<file path="src/rtl/pc_lut_writer.sv">
// pc_lut_writer: byte-stream loader for the fetch-stage branch-target LUT.
// Assembles a shadow table, verifies an XOR checksum, commits atomically.
module pc_lut_writer #(
    parameter int PC_WIDTH = 12
) (
    input  logic                clk,
    input  logic                reset,
    input  logic                load_start,
    input  logic                abort,
    input  logic                byte_valid,
    input  logic [7:0]          byte_data,
    output logic                byte_ready,
    input  logic [3:0]          index,
    output logic [PC_WIDTH-1:0] next_pc,
    output logic                busy,
    output logic                done,
    output logic                err
);

    localparam int LUT_SIZE = 16;

    typedef enum logic [1:0] {
        IDLE,
        RECV_LO,
        RECV_HI,
        CHECK
    } state_t;

    state_t              state;
    state_t              state_next;
    logic [3:0]          ptr;
    logic [7:0]          csum;
    logic [7:0]          lo;
    logic                done_q;
    logic                err_q;
    logic [PC_WIDTH-1:0] shadow [LUT_SIZE];
    logic [PC_WIDTH-1:0] active [LUT_SIZE];
    logic                take;

    assign byte_ready = (state != IDLE);
    assign busy       = (state != IDLE);
    assign done       = done_q;
    assign err        = err_q;
    assign next_pc    = active[index];

    // abort wins over a same-cycle byte, which is then left unconsumed
    assign take = byte_valid & byte_ready & ~abort;

    // state register
    always_ff @(posedge clk) begin
        if (reset) begin
            state <= IDLE;
        end else begin
            state <= state_next;
        end
    end

    // next-state logic
    always_comb begin
        state_next = state;
        unique case (state)
            IDLE: begin
                if (load_start) begin
                    state_next = RECV_LO;
                end
            end
            RECV_LO: begin
                if (abort) begin
                    state_next = IDLE;
                end else if (take) begin
                    state_next = RECV_HI;
                end
            end
            RECV_HI: begin
                if (abort) begin
                    state_next = IDLE;
                end else if (take) begin
                    state_next = (ptr == 4'd15) ? CHECK : RECV_LO;
                end
            end
            CHECK: begin
                if (abort || take) begin
                    state_next = IDLE;
                end
            end
        endcase
    end

    // datapath: pointer, checksum, shadow assembly and atomic commit
    always_ff @(posedge clk) begin
        if (reset) begin
            ptr    <= '0;
            csum   <= '0;
            lo     <= '0;
            done_q <= 1'b0;
            err_q  <= 1'b0;
            for (int i = 0; i < LUT_SIZE; i++) begin
                shadow[i] <= '0;
                active[i] <= '0;
            end
        end else begin
            done_q <= 1'b0;
            unique case (state)
                IDLE: begin
                    if (load_start) begin
                        ptr   <= '0;
                        csum  <= '0;
                        err_q <= 1'b0;
                    end
                end
                RECV_LO: begin
                    if (take) begin
                        lo   <= byte_data;
                        csum <= csum ^ byte_data;
                    end
                end
                RECV_HI: begin
                    if (take) begin
                        shadow[ptr] <= {byte_data[PC_WIDTH-9:0], lo};
                        csum        <= csum ^ byte_data;
                        if (ptr != 4'd15) begin
                            ptr <= ptr + 4'd1;
                        end
                    end
                end
                CHECK: begin
                    if (take) begin
                        if (byte_data == csum) begin
                            active <= shadow;
                            done_q <= 1'b1;
                        end else begin
                            err_q <= 1'b1;
                        end
                    end
                end
            endcase
        end
    end

endmodule
</file>
<file path="config.mk">
export PLATFORM = sky130hd
export DESIGN_NAME = pc_lut_writer
export DESIGN_NICKNAME = d
export VERILOG_FILES = /design/src/rtl/pc_lut_writer.sv
export SDC_FILE = /design/constraint.sdc
export NUM_CORES = 1
export LEC_CHECK = 0
export BUFFER_PORTS_ARGS = -buffer_cell sky130_fd_sc_hd__buf_2
export CAP_MARGIN = 20
export CELL_PAD_IN_SITES_DETAIL_PLACEMENT = 1
export CELL_PAD_IN_SITES_GLOBAL_PLACEMENT = 1
export CORE_UTILIZATION = 42
export DETAILED_ROUTE_END_ITERATION = 6
export PLACE_DENSITY_LB_ADDON = 0.1
export SLEW_MARGIN = 30
export SYNTH_ARGS = -nofsm -noshare
export SYNTH_HDL_FRONTEND = slang
export SYNTH_SLANG_ARGS = --single-unit
</file>
<file path="constraint.sdc">
create_clock -name clk -period 1.9 [get_ports clk]
set_input_delay 0.095 -clock clk [delete_from_list [all_inputs] [get_ports clk]]
set_output_delay 0.095 -clock clk [all_outputs]
set_load 0.01 [all_outputs]
</file>
---- Word level (Yosys, flattened, before mapping) ----
Cells that the tools add are included.
operators by class
  add/subtract/negate cells ............... 1
  multiply operators ...................... 0
  div/mod/pow operators ................... 0
  order comparisons ....................... 3
  eq/ne operators ......................... 15
  shift-type cells ........................ 0
  muxes and demuxes ....................... 26
  bitwise gates (word level) .............. 8
  reduce and logical (&&, ||, !) cells .... 16
operators with widths
  cell                 count
  $bwmux 192           1
  $bmux 12 s4          1
  $demux 12 s4         1
  $mux 12              3
  $mux 8               2
  $pmux 8 s2           1
  $mux 2               7
  $mux 4               3
  $ne 2x2->1 const B   6
  $reduce_and 4->1     3
  $ge 5x5->1 const B   2
  $not 4->5            2
  $eq 8x8->1           1
  $pmux 2 s4           1
  $pmux 4 s2           1
  $reduce_bool 2->1    4
  $xor 8x8->8          1
  $ne 3x3->1 const B   2
  $reduce_and 3->1     2
  $lt 5x1->1 const B   1
  $add 4x1->4 const B  1
  $eq 2x2->1 const B   2
  $eq 4x4->1 const B   1
  $mux 1               4
  12 further kinds     16
storage, ports and cells
  flip-flop bits (word level) ............. 408
  latch bits .............................. 0
  memory bits (writable) .................. 0
  memory bits (read-only) ................. 0
  bits of input ports ..................... 17
  output and inout bits ................... 16
  logic and storage cells ................. 107
  memories ................................ 0

---- Depth between registers and ports, before layout ----
Gate-level depths: netlist (run 1).
  depth in word-level cells ............... 6
  mapped depth ............................ 9
  gate-level depth less buffers ........... 6

---- Least setup slack after synthesis (run 1) ----
No wires, ideal clock.
  kind .................................... reg2reg
  start ................................... register state[0]
  end ..................................... register shadow[149] in the netlist's numbering
  library setup time ...................... 0.128 ns
  data arrival time ....................... 1.820 ns
  required time ........................... 1.772 ns
  setup slack ............................. -0.048 ns
  stages on the path, launching flop included .. 10
  path buffers ............................ 3
  period minus slack after synthesis ...... 1.948 ns
  path through ............................ dfxtp_1 > inv_1 > ha_1 > and4bb_2 > clkbuf_2 > buf_6 > nand3_4 > buf_6 > mux2i_1 > nor2_1
between the ends
  longest elaborated chain between the ends .. 4
  elaborated cells between the ends (all ways) .. 5
  those cells by class .................... 1 x eq/ne; 2 x bitwise; 2 x reduce/logical
ends and longest elaborated chain
  what                                   RTL line  RTL
  start: declaration                     29        state_t state;
  start signal: assignment               54        state <= state_next;
  $reduce_bool 2->1                      40        assign byte_ready = (state != IDLE);
  $and 1x1->1 (2 in series)              47        assign take = byte_valid & byte_ready & ~abort;
  $reduce_and 2->1 (no source line) (*)  --
  end signal: indexed assignment         119       shadow[ptr] <= {byte_data[PC_WIDTH-9:0], lo};
  end: declaration                       36        logic [PC_WIDTH-1:0] shadow [LUT_SIZE];
Mark *: on every way between the ends. The rest lies on a longest branch, timed or not.
A chain may end at the register's enable or synchronous reset.

---- Worst setup path in the final report (run 1) ----
  start ................................... register active[166] in the netlist's numbering
  end ..................................... output port next_pc[10]
between the ends
  longest elaborated chain between the ends .. 3
ends and longest elaborated chain
  what                                         RTL line  RTL
  start: declaration                           37        logic [PC_WIDTH-1:0] active [LUT_SIZE];
  start signal: assignment                     129       active <= shadow;
  $bmux 12 s4                                  44        assign next_pc = active[index];
  $mux 12 (not written as such) (2 in series)  44
  end: declaration                             14        output logic [PC_WIDTH-1:0] next_pc,
Every way passes these cells. The select of a mux whose other input is x is not followed.

==> metrics, run 1 <==
CTS Buf Count=47; Overflow after GRT=0; Compound-Gate Fraction of Synth Area=0.0143; area of the core=about 43000 sq um; vias after detailed routing=12.2k; Mapped Cells=1718; row count=76; most frequent cells in the layout=dfxtp_1 (393), nand2b_1 (385), mux2i_1 (382), nor2_1 (201), clkbuf_16 (64); number of H-tree levels=2; share of post-route cells with drive strength above 1=0.184; period utilization=1.18; main flop type after synthesis=dfxtp_1; Crit Path Category=flop to primary output; Syn Nets=1744; die area=between 40000 and 50000 sq um; Internal Pwr Total=around 0.014 W; clock sink total=a little over 400; XOR/XNOR Fraction of Synth Area=0.00382; CTS root buf=clkbuf_16; CTS tree=done; DP Area=19600 sq um; Clock Pin Slew Worst Setup and Hold Paths=50 ps; Required @ worst endpoint=1800 ps; Worst Hold Class=input port to flop; largest delay contributor family on the critical path=multiplexers; sequential area share after synthesis=0.445; VDD IR max=583 uV; routability cong.=0.751; ANT nets after route=0; main combinational cell family by area after synthesis=multiplexers; DRC=0; die width=211 um; Critical Path Sink Type=primary output; Die H=211 um; Psw=0.00409 W; multi-input logic area=approximately 9400 sq um; Hold Vio Cnt, Final=0; Post-synth EDFFs=0; warnings from Yosys=0; DP Wirelength=between 20000 and 30000 um; Initial Utilization=0.426; Buf/Inv on CP=1; failing checks=negative setup slack; worst hold slack=22.5 ps; Area Overhead vs Synth=21.3%; Worst Slack Setup Final=-347 ps; clock power share=0.484; clk_lat worst skew=580 ps; worst slew pin tran=762 ps; Post-Synth Adder-Cell Area=0.00614; crit path DAT=2150 ps; combinational share of power=0.049; Final min period=2250 ps; Seq pwr share=0.467; Slew HR=0.491; crit start category=flop; initial drt markers=505; Antenna Cells=0; Slew Limit Fails=0; FF+latch area=8190 sq um; I/O pins=33; sw frac=0.222; clk buf depth=3; Initial DRT Pass Iterations=4; RSZ-0062 raised after global routing=yes; post-synth cell types=41; routed length per placed instance=20.2 um; final instance area=22300 sq um; vias in the first global route=12.9k; # setup viols final=just over 80; first-pass GRT wire length=73600 um; initial antenna violation count=0; mean number of vias per cell=5.08; status=complete, but fails checks; final WL=48600 um; Cell Area, Synth=18300 sq um; CP Max Fanout=2; Avg Synthesized Cell Area=between 10 and 15 sq um; largest net degree at the start of global routing=79; fillers=4522; most used cell, CP=mux4_2; CP max-delay cell=mux4_2; number of buffers added on ports=32; Pleak=8.91 nW; maxcap violations=0; crit-path cells=mux4_2 -> mux4_2 -> buf_6; final core occ=0.517; Async SR Flop Fraction=0; Total Routing Usage GR=0.216; fmax=0.445 GHz; Yosys reg bits=408; Final Skew=roughly 15 ps; mux share of post-synthesis cell area=0.283; Nets=1822; CP max stage delay=570 ps; most common cell after layout, fill and taps aside=dfxtp_1; total power divided by cell area=~830 nW/um^2; simple-gate share of the synthesized area=0.200
==> flip-flops by register name, indices dropped and copies added (netlist names) <==
name	count
lo	8
done	1
err	1
active	192
ptr	4
csum	8
state	2
shadow	192
==> logic make-up after synthesis <==
group	Yosys count
AO/OA/AOI/OAI	46
adder cells (fa/ha/maj)	9
XOR/XNOR	8
multiplexers	444
buffers and inverters	154
AND/OR/NAND/NOR	649
flip-flops	408
==> synthesized netlist by cell type (5+ instances only) <==
master,instances,area share
a21oi_1,23,0.0063
buf_4,8,0.0033
buf_6,34,0.021
clkbuf_1,98,0.020
dfxtp_1,408,0.45
ha_1,9,0.0061
inv_1,7,0.0014
mux2i_1,384,0.21
mux4_2,60,0.074
nand2_1,19,0.0039
nand2b_1,385,0.13
nand3_1,5,0.0014
nand3_4,10,0.0096
nand3b_1,8,0.0033
nand4_1,6,0.0020
nor2_1,201,0.041
o21ai_0,13,0.0035
xnor2_1,8,0.0038
==> power groups by stage <==
| stage | Clock, W | Combinational [W] | Sequential, W |
|---|---|---|---|
| floorplan | 0 | 0.000540 | 0.00876 |
| global placement | 0 | 0.000817 | 0.00877 |
| detailed placement | 0 | 0.000834 | 0.00877 |
| CTS | 0.00915 | 0.000865 | 0.00858 |
| global route | 0.00952 | 0.000961 | 0.00858 |
| finish | 0.00888 | 0.000898 | 0.00859 |
==> through the flow <==
stage	setup TNS (ps)	power [W]	setup slack, ps	std cells
4_1_cts	-3520	0.0186	-388	2384
5_1_grt	-15890	0.0191	-387	2410
3_3_place_gp	-6010	0.00959	-53.6	2283
2_1_floorplan	0	0.00930	53.2	1718
6_report	-4930	0.0184	-347	2410
3_5_place_dp	-17050	0.00960	-144	2283
==> layout make-up <==
| type | count | area share |
|---|---|---|
| multi-input combinational | 1156 | 0.421 |
| inverter | 8 | 0.00146 |
| clock buffer | 72 | 0.0648 |
| sequential | 408 | 0.368 |
| clock inverter | 6 | 0.00332 |
| tap | 585 | 0.0329 |
| timing repair buffer | 175 | 0.108 |
==> what timing repair did <==
item / 4_1_cts / 5_1_grt
cloned: 5 / 18
endpoints found under the hold margin: 35 / 0
gates resized for setup: 42 / 57
endpoints found under the setup margin: 283 / 187
setup buffers: 8 / 9
hold buffers: 10 / 0
pin swaps: 2 / 7
==> path summary, 6_finish.rpt <==
kind | start | to | slack (ps) | cells after the start
worst max-delay path | active[166] | next_pc[10] | -350 | 3
worst min-delay path | byte_data[2] | done | 20 | 4
worst max register to register | state[0] | active[38] | -90 | 10
worst min register to register | lo[1] | lo[1] | 460 | 2
==> layer usage <==
metal	track usage	share of wire
met1	0.283	0.46
met2	0.368	0.48
met3	0.0315	0.032
met4	0.0590	0.021
met5	0	0
==> worst reg2reg max path: cells and delay by family (launching register included) <==
family	cells	cell delay, ps
buffers and inverters	5	700
and+or+nand+nor	3	530
DFF	1	350
adders and majority gates	1	180
muxes	1	170
No activity file was read; power rests on OpenSTA's default activity.
==> run 2, diff against run 1 <==
--- a/config.mk
+++ b/config.mk
@@ -12,6 +12,7 @@
 export CORE_UTILIZATION = 42
 export DETAILED_ROUTE_END_ITERATION = 6
 export PLACE_DENSITY_LB_ADDON = 0.1
+export REMOVE_ABC_BUFFERS = 1
 export SLEW_MARGIN = 30
 export SYNTH_ARGS = -nofsm -noshare
 export SYNTH_HDL_FRONTEND = slang
==> metrics, run 2 (synthesis gave the netlist of run 1 again) <==
status=complete, but fails checks; failing checks=negative setup slack; reg2reg setup slack=-150 ps (-60 ps); CP max-delay cell=mux4_2; most used cell, CP=mux4_2; CTS Buf Count=47 (unchanged); Die H=211 um (unchanged); Final min period=2210 ps (-33.3 ps); vias in the first global route=12.9k (+0.29%); area of the core=43100 sq um (unchanged); mean number of vias per cell=5.11 (+0.48%); hold depth=4 (unchanged); CTS tree=done; routability cong.=0.732 (-2.5%); number of buffers added on ports=32 (unchanged); Reg-to-Reg End=active[7]; Slew Limit Fails=0 (unchanged); final core occ=0.523 (+0.00622); Total Routing Usage GR=0.224 (+0.00886); Hold EP=done; clock sink total=408 (unchanged); Final Skew=17.4 ps (+1.98 ps); Hold Vio Cnt, Final=0 (unchanged); clk_lat worst skew=570 ps (about the same); die area=44500 sq um (unchanged); I/O pins=33 (unchanged); final WL=51700 um (+6.4%); routed length per placed instance=21.3 um (+5.9%); maxcap violations=0 (unchanged); Crit Reg-Reg Startpoint=state[0]; most frequent cells in the layout=dfxtp_1 (388), nand2b_1 (385), mux2i_1 (376), nor2_1 (200), clkbuf_16 (66); share of post-route cells with drive strength above 1=0.193 (+0.00969); ANT nets after route=0 (unchanged); crit start category=flop; number of H-tree levels=2 (unchanged); multi-input logic area=9400 sq um (+0.25%); CP max stage delay=570 ps (about the same); worst hold slack=55.3 ps (+32.9 ps); vias after detailed routing=12.4k (+0.98%); Crit Path Category=flop to primary output; Critical Path Sink Type=primary output; DP Area=19700 sq um (+0.61%); worst slew pin tran=741 ps (-21.7 ps); DP Wirelength=29400 um (-0.41%); Clock Pin Slew Worst Setup and Hold Paths=60 ps (about the same); Worst Slack Setup Final=-314 ps (+33.3 ps); Antenna Cells=0 (unchanged); clk buf depth=3 (unchanged); Initial Utilization=0.426 (unchanged); Pleak=9.02 nW (+1.2%); FF+latch area=8190 sq um (about the same); total power divided by cell area=832 nW/um^2 (+0.84%); # setup viols final=123 (+48%); initial drt markers=587 (+16%); die width=211 um (unchanged); fillers=4474 (-1.1%); period utilization=1.17 (-0.0175); fmax=0.452 GHz (+1.5%); Area Overhead vs Synth=22.8%; RSZ-0062 raised after global routing=yes; Nets=1828 (+0.33%); crit path DAT=2120 ps (-30 ps); most common cell after layout, fill and taps aside=dfxtp_1; Worst Hold Class=input port to flop; CTS root buf=clkbuf_16; Initial DRT Pass Iterations=4 (unchanged); CP Max Fanout=2 (unchanged); DRC=0 (unchanged); row count=76 (unchanged); top flop regs=active: 192 flops, shadow: 192 flops; Required @ worst endpoint=1800 ps (about the same); first-pass GRT wire length=75900 um (+3.1%); FF-to-FF path depth=10 (unchanged); Overflow after GRT=0 (unchanged); crit-path cells=mux4_2 -> mux4_2 -> buf_6; largest net degree at the start of global routing=83 (+5.1%); Hold Startpoint=byte_data[3]; VDD IR max=508 uV (-13%); Slew HR=0.505 (+0.0145); initial antenna violation count=0 (unchanged); final instance area=22500 sq um (+1.2%)
run 2: changes by cell type in the layout (fill, tap and decap cells not counted), moves of 3 or more:
cell      previous run  this run
buf_12              40        51
buf_6               22        16
clkbuf_1             9        14
clkbuf_8            15        12
clkinv_2             2         5
dfxtp_1            393       388
dfxtp_2             15        20
mux2i_1            382       376
mux2i_2              1         7
run 2: metrics by stage:
stage / worst slack [ps] / setup TNS (ps) / instances / total power [W]
3_5_place_dp: -226 / -43470 / 2286 / 0.00964
6_report: -314 / -7360 / 2422 / 0.0187
5_1_grt: -335 / -21940 / 2422 / 0.0194
4_1_cts: -320 / -2930 / 2391 / 0.0190
3_3_place_gp: -166 / -32560 / 2286 / 0.00962
2_1_floorplan: -6200 / -1250120 / 1572 / 0.00910
run 2: per-layer routing:
layer  vias to the layer above  wire length (um)  track usage
met2                       128             24600        0.373
met4                         0              1270       0.0655
met3                        76              1320       0.0330
met1                      6203             24600        0.302
li1                       5962                 -            -
met5                         -                 0            0
run 2: what timing repair did:
item	in CTS	in global routing
gates cloned	7	21
endpoints found under the hold margin	33	0
pin swaps	6	13
hold buffers	8	0
buffers inserted	7	14
setup endpoints to repair	397	267
gates resized for setup	23	77
run 2: worst max-delay path: cells and delay by family, from the launching register on:
family / cells / cell delay, ps
buf+inv: 1 / 160
mux: 2 / 1060
flops: 1 / 320
run 2: where the power goes:
part	leakage (nW)	switching (W)	internal [W]
Clock	0.775	0.00364	0.00559
Sequential	3.29	0.0000198	0.00857
Combinational	4.95	0.000515	0.000409
run 2: cell type report:
cell class,instances,share of cell area
tap,585,0.0325
multi-input combinational,1156,0.417
clock inverter,9,0.00561
sequential,408,0.364
clock buffer,75,0.0641
timing repair buffer,181,0.115
inverter,8,0.00133
run 2: how the worst max path moves through the flow:
stage / to / start / depth (start not counted)
finish: next_pc[10] / active[58] / 3
global placement: active[174] / state[0] / 8
CTS: next_pc[10] / active[58] / 3
detailed placement: active[85] / state[0] / 8
floorplan: active[0] / state[0] / 6
global route: next_pc[10] / active[58] / 3
